--- src/rtl/lfsr_word_server_if.sv ---
// lfsr_word_server_if: request/grant/seed bundle between the LFSR word server and its consumers
interface lfsr_word_server_if #(parameter int NREQ = 4);
  logic            seed_valid;
  logic [7:0]      seed;
  logic [NREQ-1:0] req;
  logic [NREQ-1:0] gnt;
  logic [7:0]      data;
  logic            busy;
  modport master (output seed_valid, seed, req, input gnt, data, busy);
  modport slave  (input seed_valid, seed, req, output gnt, data, busy);
endinterface

--- src/rtl/lfsr_word_server.sv ---
// lfsr_word_server: round-robin shares one 8-bit Fibonacci LFSR, delivering one byte per grant
module lfsr_word_server #(parameter int NREQ = 4) (
  input logic clk,
  input logic rst,
  lfsr_word_server_if.slave io_bus
);
  localparam int PW = $clog2(NREQ);
  typedef enum logic [1:0] {IDLE, GEN, DELIVER} state_t;
  state_t          r_state, w_next;
  logic [7:0]      r_q, r_word, r_data, w_word_nx;
  logic [NREQ-1:0] r_gnt;
  logic [PW-1:0]   r_ptr, r_win, w_win, w_idx;
  logic [2:0]      r_cnt;
  logic            w_fb, w_take;
  assign w_fb      = r_q[7] ^ r_q[5] ^ r_q[4] ^ r_q[3];
  assign w_word_nx = {r_word[6:0], r_q[7]};
  assign w_take    = (r_state == IDLE) && !io_bus.seed_valid && |io_bus.req;
  // scan from the far end so the closest set bit after ptr is assigned last
  always_comb begin
    w_win = r_ptr;
    w_idx = '0;
    for (int i = NREQ - 1; i >= 0; i--) begin
      w_idx = PW'((int'(r_ptr) + i) % NREQ);
      if (io_bus.req[w_idx]) w_win = w_idx;
    end
  end
  always_comb begin
    w_next = r_state;
    w_next = (r_state == IDLE) ? (w_take ? GEN : IDLE)
           : (r_state == GEN)  ? ((r_cnt == 3'd7) ? DELIVER : GEN)
           : IDLE;
  end
  always_ff @(posedge clk or posedge rst) begin
    if (rst) r_state <= IDLE;
    else     r_state <= w_next;
  end
  always_ff @(posedge clk or posedge rst) begin
    if (rst) begin
      r_q    <= 8'h01;
      r_word <= '0;
      r_data <= '0;
      r_gnt  <= '0;
      r_ptr  <= '0;
      r_win  <= '0;
      r_cnt  <= '0;
    end else begin
      r_gnt <= '0;
      if (r_state == IDLE && io_bus.seed_valid) r_q <= (io_bus.seed == 8'h00) ? 8'h01 : io_bus.seed;
      if (w_take) begin
        r_win <= w_win;
        r_cnt <= '0;
      end
      if (r_state == GEN) begin
        r_q    <= {r_q[6:0], w_fb};
        r_word <= w_word_nx;
        r_cnt  <= r_cnt + 3'd1;
        if (r_cnt == 3'd7) begin
          r_gnt  <= NREQ'(1) << r_win;
          r_data <= w_word_nx;
        end
      end
      if (r_state == DELIVER) r_ptr <= (r_win == PW'(NREQ - 1)) ? '0 : r_win + 1'b1;
    end
  end
  assign io_bus.gnt  = r_gnt;
  assign io_bus.data = r_data;
  assign io_bus.busy = (r_state != IDLE);
endmodule

--- src/flat_wrapper.sv ---
// flat-port wrapper written by rule: the top's interface ports become plain ports
module lfsr_word_server_flat 
#(parameter int NREQ = 4)
  (clk, rst, io_bus_seed_valid, io_bus_seed, io_bus_req, io_bus_gnt, io_bus_data, io_bus_busy);
  lfsr_word_server_if #(.NREQ(NREQ)) io_bus_i ();
  input logic clk;
  input logic rst;
  input wire logic [$bits(io_bus_i.seed_valid)-1:0] io_bus_seed_valid;
  input wire logic [$bits(io_bus_i.seed)-1:0] io_bus_seed;
  input wire logic [$bits(io_bus_i.req)-1:0] io_bus_req;
  output wire logic [$bits(io_bus_i.gnt)-1:0] io_bus_gnt;
  output wire logic [$bits(io_bus_i.data)-1:0] io_bus_data;
  output wire logic [$bits(io_bus_i.busy)-1:0] io_bus_busy;
  assign io_bus_i.seed_valid = io_bus_seed_valid;
  assign io_bus_i.seed = io_bus_seed;
  assign io_bus_i.req = io_bus_req;
  assign io_bus_gnt = io_bus_i.gnt;
  assign io_bus_data = io_bus_i.data;
  assign io_bus_busy = io_bus_i.busy;
  lfsr_word_server #(.NREQ(NREQ)) u_core (.clk(clk), .rst(rst), .io_bus(io_bus_i));
endmodule
--- config.mk ---
export PLATFORM = sky130hd
export DESIGN_NAME = lfsr_word_server_flat
export DESIGN_NICKNAME = d
export VERILOG_FILES = /design/src/rtl/lfsr_word_server_if.sv /design/src/rtl/lfsr_word_server.sv /design/src/flat_wrapper.sv
export SDC_FILE = /design/constraint.sdc
export NUM_CORES = 1
export LEC_CHECK = 0
export ABC_CLOCK_PERIOD_IN_PS = 1900
export BUFFER_PORTS_ARGS = -buffer_cell sky130_fd_sc_hd__buf_2
export CORE_MARGIN = 8
export CORE_UTILIZATION = 30
export CTS_CLUSTER_SIZE = 20
export DETAILED_ROUTE_END_ITERATION = 8
export PLACE_DENSITY = 0.58
export SYNTH_ARGS = -nofsm -noshare
export SYNTH_HDL_FRONTEND = slang
export SYNTH_SLANG_ARGS = --single-unit
--- constraint.sdc ---
create_clock -name clk -period 1.9 [get_ports clk]
set_clock_uncertainty 0.15 [all_clocks]
set_input_delay 0.095 -clock clk [delete_from_list [all_inputs] [get_ports clk]]
set_output_delay 0.095 -clock clk [all_outputs]
set_load 0.02 [all_outputs]
==> results.json, run 1 <==
{
  "drive_above_1_share": 0.273,
  "power_density_mw_per_mm2": 1570,
  "arrival_ps": 1800,
  "setup_viol": 0,
  "cts_tree": "yes",
  "numCtsBuffers": 5,
  "gp_congestion": 0.765,
  "grt_max_degree": 37,
  "antenna_cells": 0,
  "ant_nets": 0,
  "start_kind": "primary input",
  "yosys_warnings": 0,
  "synth_commonest_cells": "nand2_1, dfrtp_1, o21ai_0",
  "cp.required_ps": 1960,
  "async_flop_share": 1.00,
  "whs_path_depth": 3,
  "final-max-slew-violation-count": 0,
  "cts_root_buf": "clkbuf_8",
  "area_growth_syn_to_layout_pct": 23.7,
  "fin_tns_setup_ps": 0,
  "insertion_delay_ps": 280,
  "r2r_start": "u_core.r_cnt[0]",
  "crit_fanout": 2,
  "synth_top_flop_cell": "dfrtp_1",
  "fin_nets": 225,
  "wire_per_inst_um": 12.8,
  "io_pins": 28,
  "period_share": 0.917,
  "die_x_um": 91.1,
  "clock-sinks": 36,
  "syn_inst": 166,
  "synth_cell_types": 39,
  "min_from": "io_bus_seed[5]",
  "synth_most_common_cell": "nand2_1",
  "r2r-end": "u_core.io_bus.data[5]",
  "synthDominantCellAreaShare": 0.518,
  "drt_pass1_iterations": 4,
  "h-tree-depth": 2,
  "synth.largest_area_cell": "dfrtp_1",
  "synth.ff_latch_count": 36,
  "totalWireLength_mm": 3.54,
  "grt_usage": 0.0895,
  "dp.cells": 263,
  "clock_path_buffers": 2,
  "grt_overflow": 0,
  "period_minus_slack_ps": 1740,
  "worstSetupPathType": "in -> reg",
  "holdPathEnd": "u_core.r_q[5]",
  "yosysSeqAreaShare": 0.533,
  "antenna_found_initial": 0,
  "grt_pass1_vias": 1338,
  "outcome": "complete, no violations",
  "synth_edf_count": 0,
  "drc": 0,
  "rsz0062_at_grt": "false",
  "std_cell_rows": 27,
  "cp-end-kind": "flip-flop",
  "peakVddDrop_mv": 0.525,
  "syn_avg_cell_area_um2": 10.2,
  "dp_hpwl_mm": 2.50,
  "reg2reg_slack_ps": 190,
  "drt_iter0_drc": 89,
  "p_leak_nw": 1.04,
  "num_vias": 1285,
  "clk_pin_slew_ps": 70,
  "floorplan.core_area_mm2": 0.00547,
  "holdCritPathClass": "in -> reg",
  "max_slew_margin": 0.680,
  "r2r_cells": 4,
  "die_area_mm2": 0.00830,
  "worst_pin_slew_ps": 475,
  "hold_viol": 0,
  "fmax_mhz": 574,
  "cts_resized": 0,
  "layoutNonFillerInstCount": 277,
  "synth.area.top_cells": "dfrtp_1, nand2_1, mux2_2, ha_1, o21ai_0",
  "grt_pass1_wl_mm": 6.07,
  "drt-vias-per-instance": 4.64,
  "die_y_um": 91.1,
  "maxCapViolCount": 0,
  "syn-num-nets": 187,
  "cpPeakStageDelay_ps": 560,
  "critPathSlowestCell": "or4_1",
  "io_buffer_count": 27,
  "start_util": 0.309,
  "syn_area_mm2": 0.00169,
  "worstPathCellList": "dlygate4sd3_1 > buf_2 > or4_1 > nor4_2 > o32ai_1 > a21oi_1"
}
-- sequential cells by signal (all words and copies together), names as in the netlist --
signal              flops
u_core.io_bus.data      8
u_core.r_word           7
u_core.r_win            2
u_core.r_cnt            3
u_core.r_state          2
u_core.r_ptr            2
u_core.io_bus.gnt       4
u_core.r_q              8
-- stage by stage --
| stage | setup slack, ps | utilization | hold slack (ps) | area [um^2] | total power, W |
|---|---|---|---|---|---|
| final | 157 | 0.382 | 10.2 | 2090 | 0.00329 |
| after global routing | 66.7 | 0.382 | 55.3 | 2090 | 0.00358 |
| after CTS | 152 | 0.382 | 0.569 | 2090 | 0.00334 |
| after detailed placement | 170 | 0.348 | 78.6 | 1910 | 0.00259 |
| after global placement | 184 | 0.348 | 78.4 | 1910 | 0.00256 |
| after floorplan | 304 | - | 111 | 1690 | 0.00225 |
-- layout by cell type, fill, tap and decap left out, types with 2 or more instances in the layout --
cell,instances
buf_4,4
inv_1,6
and2_1,6
dlygate4sd3_1,6
and3_1,4
nand2b_1,2
ha_1,6
mux2_2,9
o22ai_1,3
buf_2,27
a21oi_1,6
nand2_1,38
o21ai_0,10
a31oi_1,7
xnor2_1,2
dfrtp_1,35
nand3_1,2
clkbuf_8,7
nor2_1,3
-- layout make-up --
type                    instances  area [um^2]
flip-flops and latches         36          902
clock inverters                 1         30.0
fillers                       558         3380
clock buffers                   7         96.3
inverters                       7         26.3
multi-input cells             117          722
repair buffers                 37          225
well taps                      72         90.1
-- critical path, delay by kind of cell --
| family | cells | cell delay (ps) |
|---|---|---|
| and+or+nand+nor | 2 | 740 |
| buffers and inverters | 2 | 660 |
| AOI/OAI and AO/OA | 2 | 300 |
-- metal layers --
metal	global-route usage	vias to the layer above	share of wire
li1	-	643	-
met1	0.107	610	0.47
met2	0.145	30	0.47
met3	0.0288	2	0.048
met4	0.0368	0	0.011
met5	0	-	0
-- report_power, final --
part / switching, W / internal [W]
Clock: 0.000259 / 0.000463
Combinational: 0.000702 / 0.000534
Sequential: 0.000233 / 0.00110
-- cell families (layout without fill, tap and decap cells) --
logic type | Yosys count | in the layout | synth area share
AOI/OAI and AO/OA | 33 | 33 | 0.117
and+or+nand+nor | 66 | 66 | 0.190
adders and majority gates | 6 | 6 | 0.0444
DFF | 36 | 36 | 0.533
buffers and inverters | 13 | 52 | 0.0399
xor gates and xnor gates | 3 | 3 | 0.0155
muxes | 9 | 9 | 0.0599
-- how the worst max path moves through the flow --
stage / start / to / depth (start not counted)
2_1_floorplan: u_core.r_state[0] / u_core.r_cnt[1] / 6
3_5_place_dp: u_core.r_cnt[0] / u_core.io_bus.data[5] / 4
6_report: io_bus_seed[4] / u_core.r_q[0] / 6
4_1_cts: io_bus_seed[4] / u_core.r_q[0] / 6
5_1_grt: io_bus_seed[4] / u_core.r_q[0] / 6
3_3_place_gp: u_core.r_cnt[0] / u_core.io_bus.data[3] / 4
-- timing repair --
item	in CTS	in global routing
hold buffers	6	0
hold endpoints to repair	40	0
buffers inserted	0	0
(Power assumes the default switching activity.)
==> inputs of run 2 (changes only) <==
--- a/config.mk
+++ b/config.mk
@@ -5,6 +5,7 @@
 export SDC_FILE = /design/constraint.sdc
 export NUM_CORES = 1
 export LEC_CHECK = 0
+export ABC_AREA = 1
 export ABC_CLOCK_PERIOD_IN_PS = 1900
 export BUFFER_PORTS_ARGS = -buffer_cell sky130_fd_sc_hd__buf_2
 export CORE_MARGIN = 8
==> results.json, run 2 <==
{
  "synth_most_common_cell": "nand2_1",
  "dp_hpwl_mm": 2.74,
  "rsz0062_at_grt": "false",
  "maxCapViolCount": 0,
  "syn_area_mm2": 0.00179,
  "period_share": 0.826,
  "yosysSeqAreaShare": 0.505,
  "synth.largest_area_cell": "dfrtp_1",
  "drt_pass1_iterations": 4,
  "totalWireLength_mm": 3.79,
  "synth_commonest_cells": "nand2_1, dfrtp_1, inv_1",
  "gp_congestion": 0.761,
  "r2r_cells": 9,
  "synth_cell_types": 26,
  "synth_edf_count": 0,
  "clock-sinks": 36,
  "final_common_cell": "nand2_1",
  "std_cell_rows": 28,
  "drc": 0,
  "drt_iter0_drc": 68,
  "syn-num-nets": 240,
  "h-tree-depth": 2,
  "peakVddDrop_mv": 0.665,
  "grt_overflow": 0,
  "grt_max_degree": 37,
  "final-max-slew-violation-count": 0,
  "yosys_warnings": 0,
  "cpMostUsedCell": "nand2_1",
  "arrival_ps": 1600,
  "final_cell_mix": "nand2_1, dfrtp_1, buf_2",
  "holdCritPathClass": "in -> reg",
  "fin_tns_setup_ps": 0,
  "die_x_um": 93.2,
  "wire_per_inst_um": 11.3,
  "num_vias": 1501,
  "die_y_um": 93.2,
  "synth_top_flop_cell": "dfrtp_1",
  "start_kind": "flip-flop",
  "synth.ff_latch_count": 36,
  "fmax_mhz": 637,
  "grt_pass1_wl_mm": 6.80,
  "antenna_cells": 0,
  "syn_inst": 219,
  "grt_usage": 0.0982,
  "numCtsBuffers": 5,
  "io_pins": 28,
  "start_util": 0.305,
  "setup_viol": 0,
  "hold_viol": 0,
  "post_cts_buffers": 0,
  "grt_pass1_vias": 1547,
  "area_growth_syn_to_layout_pct": 23.0,
  "fillCellCount": 596,
  "fin_nets": 280,
  "async_flop_share": 1.00,
  "io_buffer_count": 27,
  "crit_fanout": 9,
  "drt-vias-per-instance": 4.48,
  "whs_path_depth": 5,
  "worstSetupPathType": "reg -> reg",
  "period_minus_slack_ps": 1570,
  "power_density_mw_per_mm2": 1630,
  "final_core_util": 0.376,
  "clk_pin_slew_ps": 80,
  "syn_avg_cell_area_um2": 8.16,
  "antenna_found_initial": 0,
  "cpPeakStageDelay_ps": 600,
  "outcome": "complete, no violations",
  "insertion_delay_ps": 290,
  "cts_tree": "yes",
  "synth.area.top_cells": "dfrtp_1, nand2_1, inv_1, o21ai_1, ha_1",
  "critPathSlowestCell": "dfrtp_1",
  "cts_resized": 0,
  "max_slew_margin": 0.699,
  "worstPathCellList": "nand2_1 > nand3_1 > nand2_1 > inv_2 > nand2_1 > nand2_1 > nand3_1 > nand3_1 > nand2_1",
  "p_leak_nw": 1.16,
  "cp.required_ps": 1930,
  "synthDominantCellAreaShare": 0.490,
  "worst_pin_slew_ps": 452,
  "cp-end-kind": "flip-flop",
  "floorplan.core_area_mm2": 0.00585,
  "die_area_mm2": 0.00868,
  "cts_root_buf": "clkbuf_8",
  "ant_nets": 0,
  "clock_path_buffers": 2,
  "drive_above_1_share": 0.223
}
==> run 2: cell count changes after synthesis, moves of 5 or more <==
cell and delta:
o21ai_1 +18, inv_1 +20, nand3_1 +11, inv_2 +7
mux2_2 -9, nor2_1 +15, nand2_1 +17, a31oi_1 -7
and2_1 -6, a21oi_1 -5
==> run 2: worst paths after layout <==
| path | startpoint | slack, ps | endpoint |
|---|---|---|---|
| worst max-delay path | u_core.r_ptr[0] | 330 | u_core.r_win[0] |
| worst min-delay path | io_bus_seed[0] | 50 | u_core.r_q[0] |
| worst max register to register | u_core.r_ptr[0] | 330 | u_core.r_win[0] |
| worst min register to register | u_core.r_q[0] | 330 | u_core.r_q[0] |
| max in group asynchronous | rst | 950 | u_core.r_q[0] |
| min in group asynchronous | rst | 300 | u_core.r_q[5] |
==> run 2: power breakdown <==
group	internal, W	switching, W
combinational	0.000588	0.000970
sequential	0.00111	0.000251
clock	0.000388	0.000284
==> run 2: area by class of cell <==
type / instances / area, um^2 / area share
repair buffers: 39 / 245 / 0.112
clock buffers: 5 / 68.8 / 0.0313
flip-flops and latches: 36 / 902 / 0.410
multi-input cells: 142 / 707 / 0.322
clock inverters: 3 / 42.5 / 0.0194
inverters: 35 / 139 / 0.0632
well taps: 75 / 93.8 / 0.0427
==> run 2: timing repair <==
item / 4_1_cts / 5_1_grt
hold buffers: 8 / 0
endpoints found under the hold margin: 42 / 0
endpoints found under the setup margin: 0 / 0
==> run 2: worst max-delay path: cells and delay by family (launching register included) <==
kind / cells / cell delay [ps]
simple gates: 8 / 670
flops: 1 / 600
buf+inv: 1 / 50
==> run 2: per-stage QoR <==
step           cell area, um^2  hold slack, ps  total power (W)  setup WS [ps]  cells
6_report                  2200            51.1          0.00359            330    335
4_1_cts                   2200            39.2          0.00363            336    335
3_3_place_gp              2010            76.7          0.00291            368    319
3_5_place_dp              2010            77.2          0.00294            352    319
2_1_floorplan             1790             111          0.00254            432    219
5_1_grt                   2200            89.5          0.00396            193    335
==> run 2: logic make-up after synthesis <==
| kind of cell | count (synthesis) | share of synthesized area |
|---|---|---|
| and+or+nand+nor | 95 | 0.226 |
| buffers and inverters | 41 | 0.0994 |
| AOI/OAI and AO/OA | 40 | 0.123 |
| DFF | 36 | 0.505 |
| adders and majority gates | 6 | 0.0420 |
| xor gates and xnor gates | 1 | 0.00490 |
==> run 2: layer usage <==
metal	vias up	share of wire	track usage
li1	770	-	-
met1	683	0.46	0.116
met2	41	0.46	0.154
met3	7	0.058	0.0321
met4	0	0.020	0.0550
met5	-	0	0
==> inputs of run 3 (changes only) <==
--- a/config.mk
+++ b/config.mk
@@ -6,7 +6,7 @@
 export NUM_CORES = 1
 export LEC_CHECK = 0
 export ABC_AREA = 1
-export ABC_CLOCK_PERIOD_IN_PS = 1900
+export ABC_CLOCK_PERIOD_IN_PS = 1500
 export BUFFER_PORTS_ARGS = -buffer_cell sky130_fd_sc_hd__buf_2
 export CORE_MARGIN = 8
 export CORE_UTILIZATION = 30
==> constraint.sdc (replaced) <==
create_clock -name clk -period 1.5 [get_ports clk]
set_clock_uncertainty 0.15 [all_clocks]
set_input_delay 0.075 -clock clk [delete_from_list [all_inputs] [get_ports clk]]
set_output_delay 0.075 -clock clk [all_outputs]
set_load 0.02 [all_outputs]
==> results.json, run 3 (synthesis gave the netlist of run 2 again) <==
{
  "wire_per_inst_um": 11.5,
  "dp_hpwl_mm": 2.65,
  "ff_latch_area_um2": 905,
  "multi_input_area_um2": 742,
  "drive_above_1_share": 0.286,
  "grt_overflow": 0,
  "cts_tree": "yes",
  "clk_pin_slew_ps": 70,
  "final-max-slew-violation-count": 0,
  "whs_path_depth": 5,
  "maxCapViolCount": 0,
  "r2r_start": "u_core.r_ptr[0]",
  "gp_congestion": 0.818,
  "p_leak_nw": 1.20,
  "reg2reg_slack_ps": 40,
  "h-tree-depth": 2,
  "cp-end-kind": "flip-flop",
  "critPathSlowestCell": "dfrtp_2",
  "start_util": 0.305,
  "crit_fanout": 7,
  "drc": 0,
  "clock_path_buffers": 2,
  "antenna_found_initial": 0,
  "worstPathCellList": "buf_12 > clkinv_8 > nand2_1 > nand2_2 > nand2_1 > nand2_1 > nand2_1 > nand2_2 > nand3_1 > nand3_1 > nand2_1",
  "worst_pin_slew_ps": 457,
  "holdCritPathClass": "in -> reg",
  "outcome": "complete, no violations",
  "grt_pass1_vias": 1439,
  "std_cell_rows": 28,
  "cpLargestDelayFamily": "simple AND/OR/NAND/NOR gates",
  "grt_usage": 0.0934,
  "io_buffer_count": 27,
  "period_minus_slack_ps": 1460,
  "area_growth_syn_to_layout_pct": 29.6,
  "floorplan.core_area_mm2": 0.00585,
  "final_core_util": 0.396,
  "cp.required_ps": 1520,
  "holdPathEnd": "u_core.r_q[0]",
  "hold_viol": 0,
  "cpMostUsedCell": "nand2_1",
  "r2r-end": "u_core.r_win[0]",
  "cts_root_buf": "clkbuf_8",
  "die_area_mm2": 0.00868,
  "drt_pass1_iterations": 4,
  "max_slew_margin": 0.695,
  "numCtsBuffers": 5,
  "clock-sinks": 36,
  "power_density_mw_per_mm2": 2030,
  "worstSetupPathType": "reg -> reg",
  "num_vias": 1508,
  "cpPeakStageDelay_ps": 440,
  "final_cell_mix": "nand2_1, dfrtp_1, buf_2",
  "drt_iter0_drc": 46,
  "insertion_delay_ps": 280,
  "ant_nets": 0,
  "die_x_um": 93.2,
  "die_y_um": 93.2,
  "fillCellCount": 586,
  "setup_viol": 0,
  "peakVddDrop_mv": 0.957,
  "grt_pass1_wl_mm": 6.55,
  "io_pins": 28,
  "fmax_mhz": 686,
  "rsz0062_at_grt": "true",
  "r2r_cells": 11,
  "drt-vias-per-instance": 4.42,
  "grt_max_degree": 37,
  "min_from": "io_bus_seed[0]",
  "start_kind": "flip-flop",
  "fin_nets": 286,
  "arrival_ps": 1480,
  "path_buf_inv": 2,
  "antenna_cells": 0,
  "fin_tns_setup_ps": 0,
  "totalWireLength_mm": 3.91,
  "final_common_cell": "nand2_1",
  "period_share": 0.972,
  "timing.hold.ws_ps": 54.6
}
-- run 3: where the power goes --
group	leakage, nW	total [W]	internal (W)	switching [W]
sequential	0.445	0.00168	0.00141	0.000267
clock	0.0455	0.000700	0.000375	0.000325
combinational	0.711	0.00231	0.000936	0.00138
total	1.20	0.00469	0.00272	0.00197
-- run 3: final cells by class --
type | count | area share
Tap cell | 75 | 0.0405
Clock buffer | 8 | 0.0389
Multi-Input combinational cell | 142 | 0.321
Sequential cell | 36 | 0.391
Timing Repair Buffer | 45 | 0.147
Inverter | 35 | 0.0622
-- run 3: per-layer routing --
| layer | track usage | vias up | share of wire |
|---|---|---|---|
| li1 | - | 788 | - |
| met1 | 0.121 | 688 | 0.49 |
| met2 | 0.141 | 28 | 0.45 |
| met3 | 0.0345 | 4 | 0.053 |
| met4 | 0.0282 | 0 | 0.0079 |
| met5 | 0 | - | 0 |
-- run 3: worst max-delay path by stage --
stage / to / from / slack, ps / depth (start not counted)
floorplan: u_core.io_bus.data[0] / u_core.r_cnt[0] / 30 / 5
global placement: u_core.r_win[0] / u_core.r_ptr[0] / 2 / 9
detailed placement: u_core.r_win[0] / u_core.r_ptr[0] / -30 / 9
CTS: u_core.r_win[0] / u_core.r_ptr[0] / 70 / 10
global route: u_core.r_win[0] / u_core.r_ptr[0] / -30 / 11
finish: u_core.r_win[0] / u_core.r_ptr[0] / 40 / 11
-- run 3: what timing repair did --
| action | in CTS | in global routing |
|---|---|---|
| endpoints found under the hold margin | 42 | 0 |
| pin swaps | 0 | 4 |
| hold buffers | 8 | 0 |
| gates resized for setup | 1 | 16 |
| setup buffers | 0 | 3 |
| setup endpoints to repair | 1 | 2 |
-- run 3: per-stage QoR --
stage          total power, W  instance area [um^2]  setup slack [ps]  instances
3_3_place_gp          0.00377                  2070              2.43        322
2_1_floorplan         0.00322                  1790              32.2        219
6_report              0.00469                  2310              42.6        341
5_1_grt               0.00514                  2310             -28.8        341
3_5_place_dp          0.00380                  2070             -31.7        322
4_1_cts               0.00455                  2240              68.2        338
-- run 3: worst reg2reg max path: stages, from the launching register on --
cell and delay, ps:
dfrtp_2 440, buf_12 140, clkinv_8 50, nand2_1 50, nand2_2 70, nand2_1 60, nand2_1 60, nand2_1 60
nand2_2 80, nand3_1 60, nand3_1 80, nand2_1 50
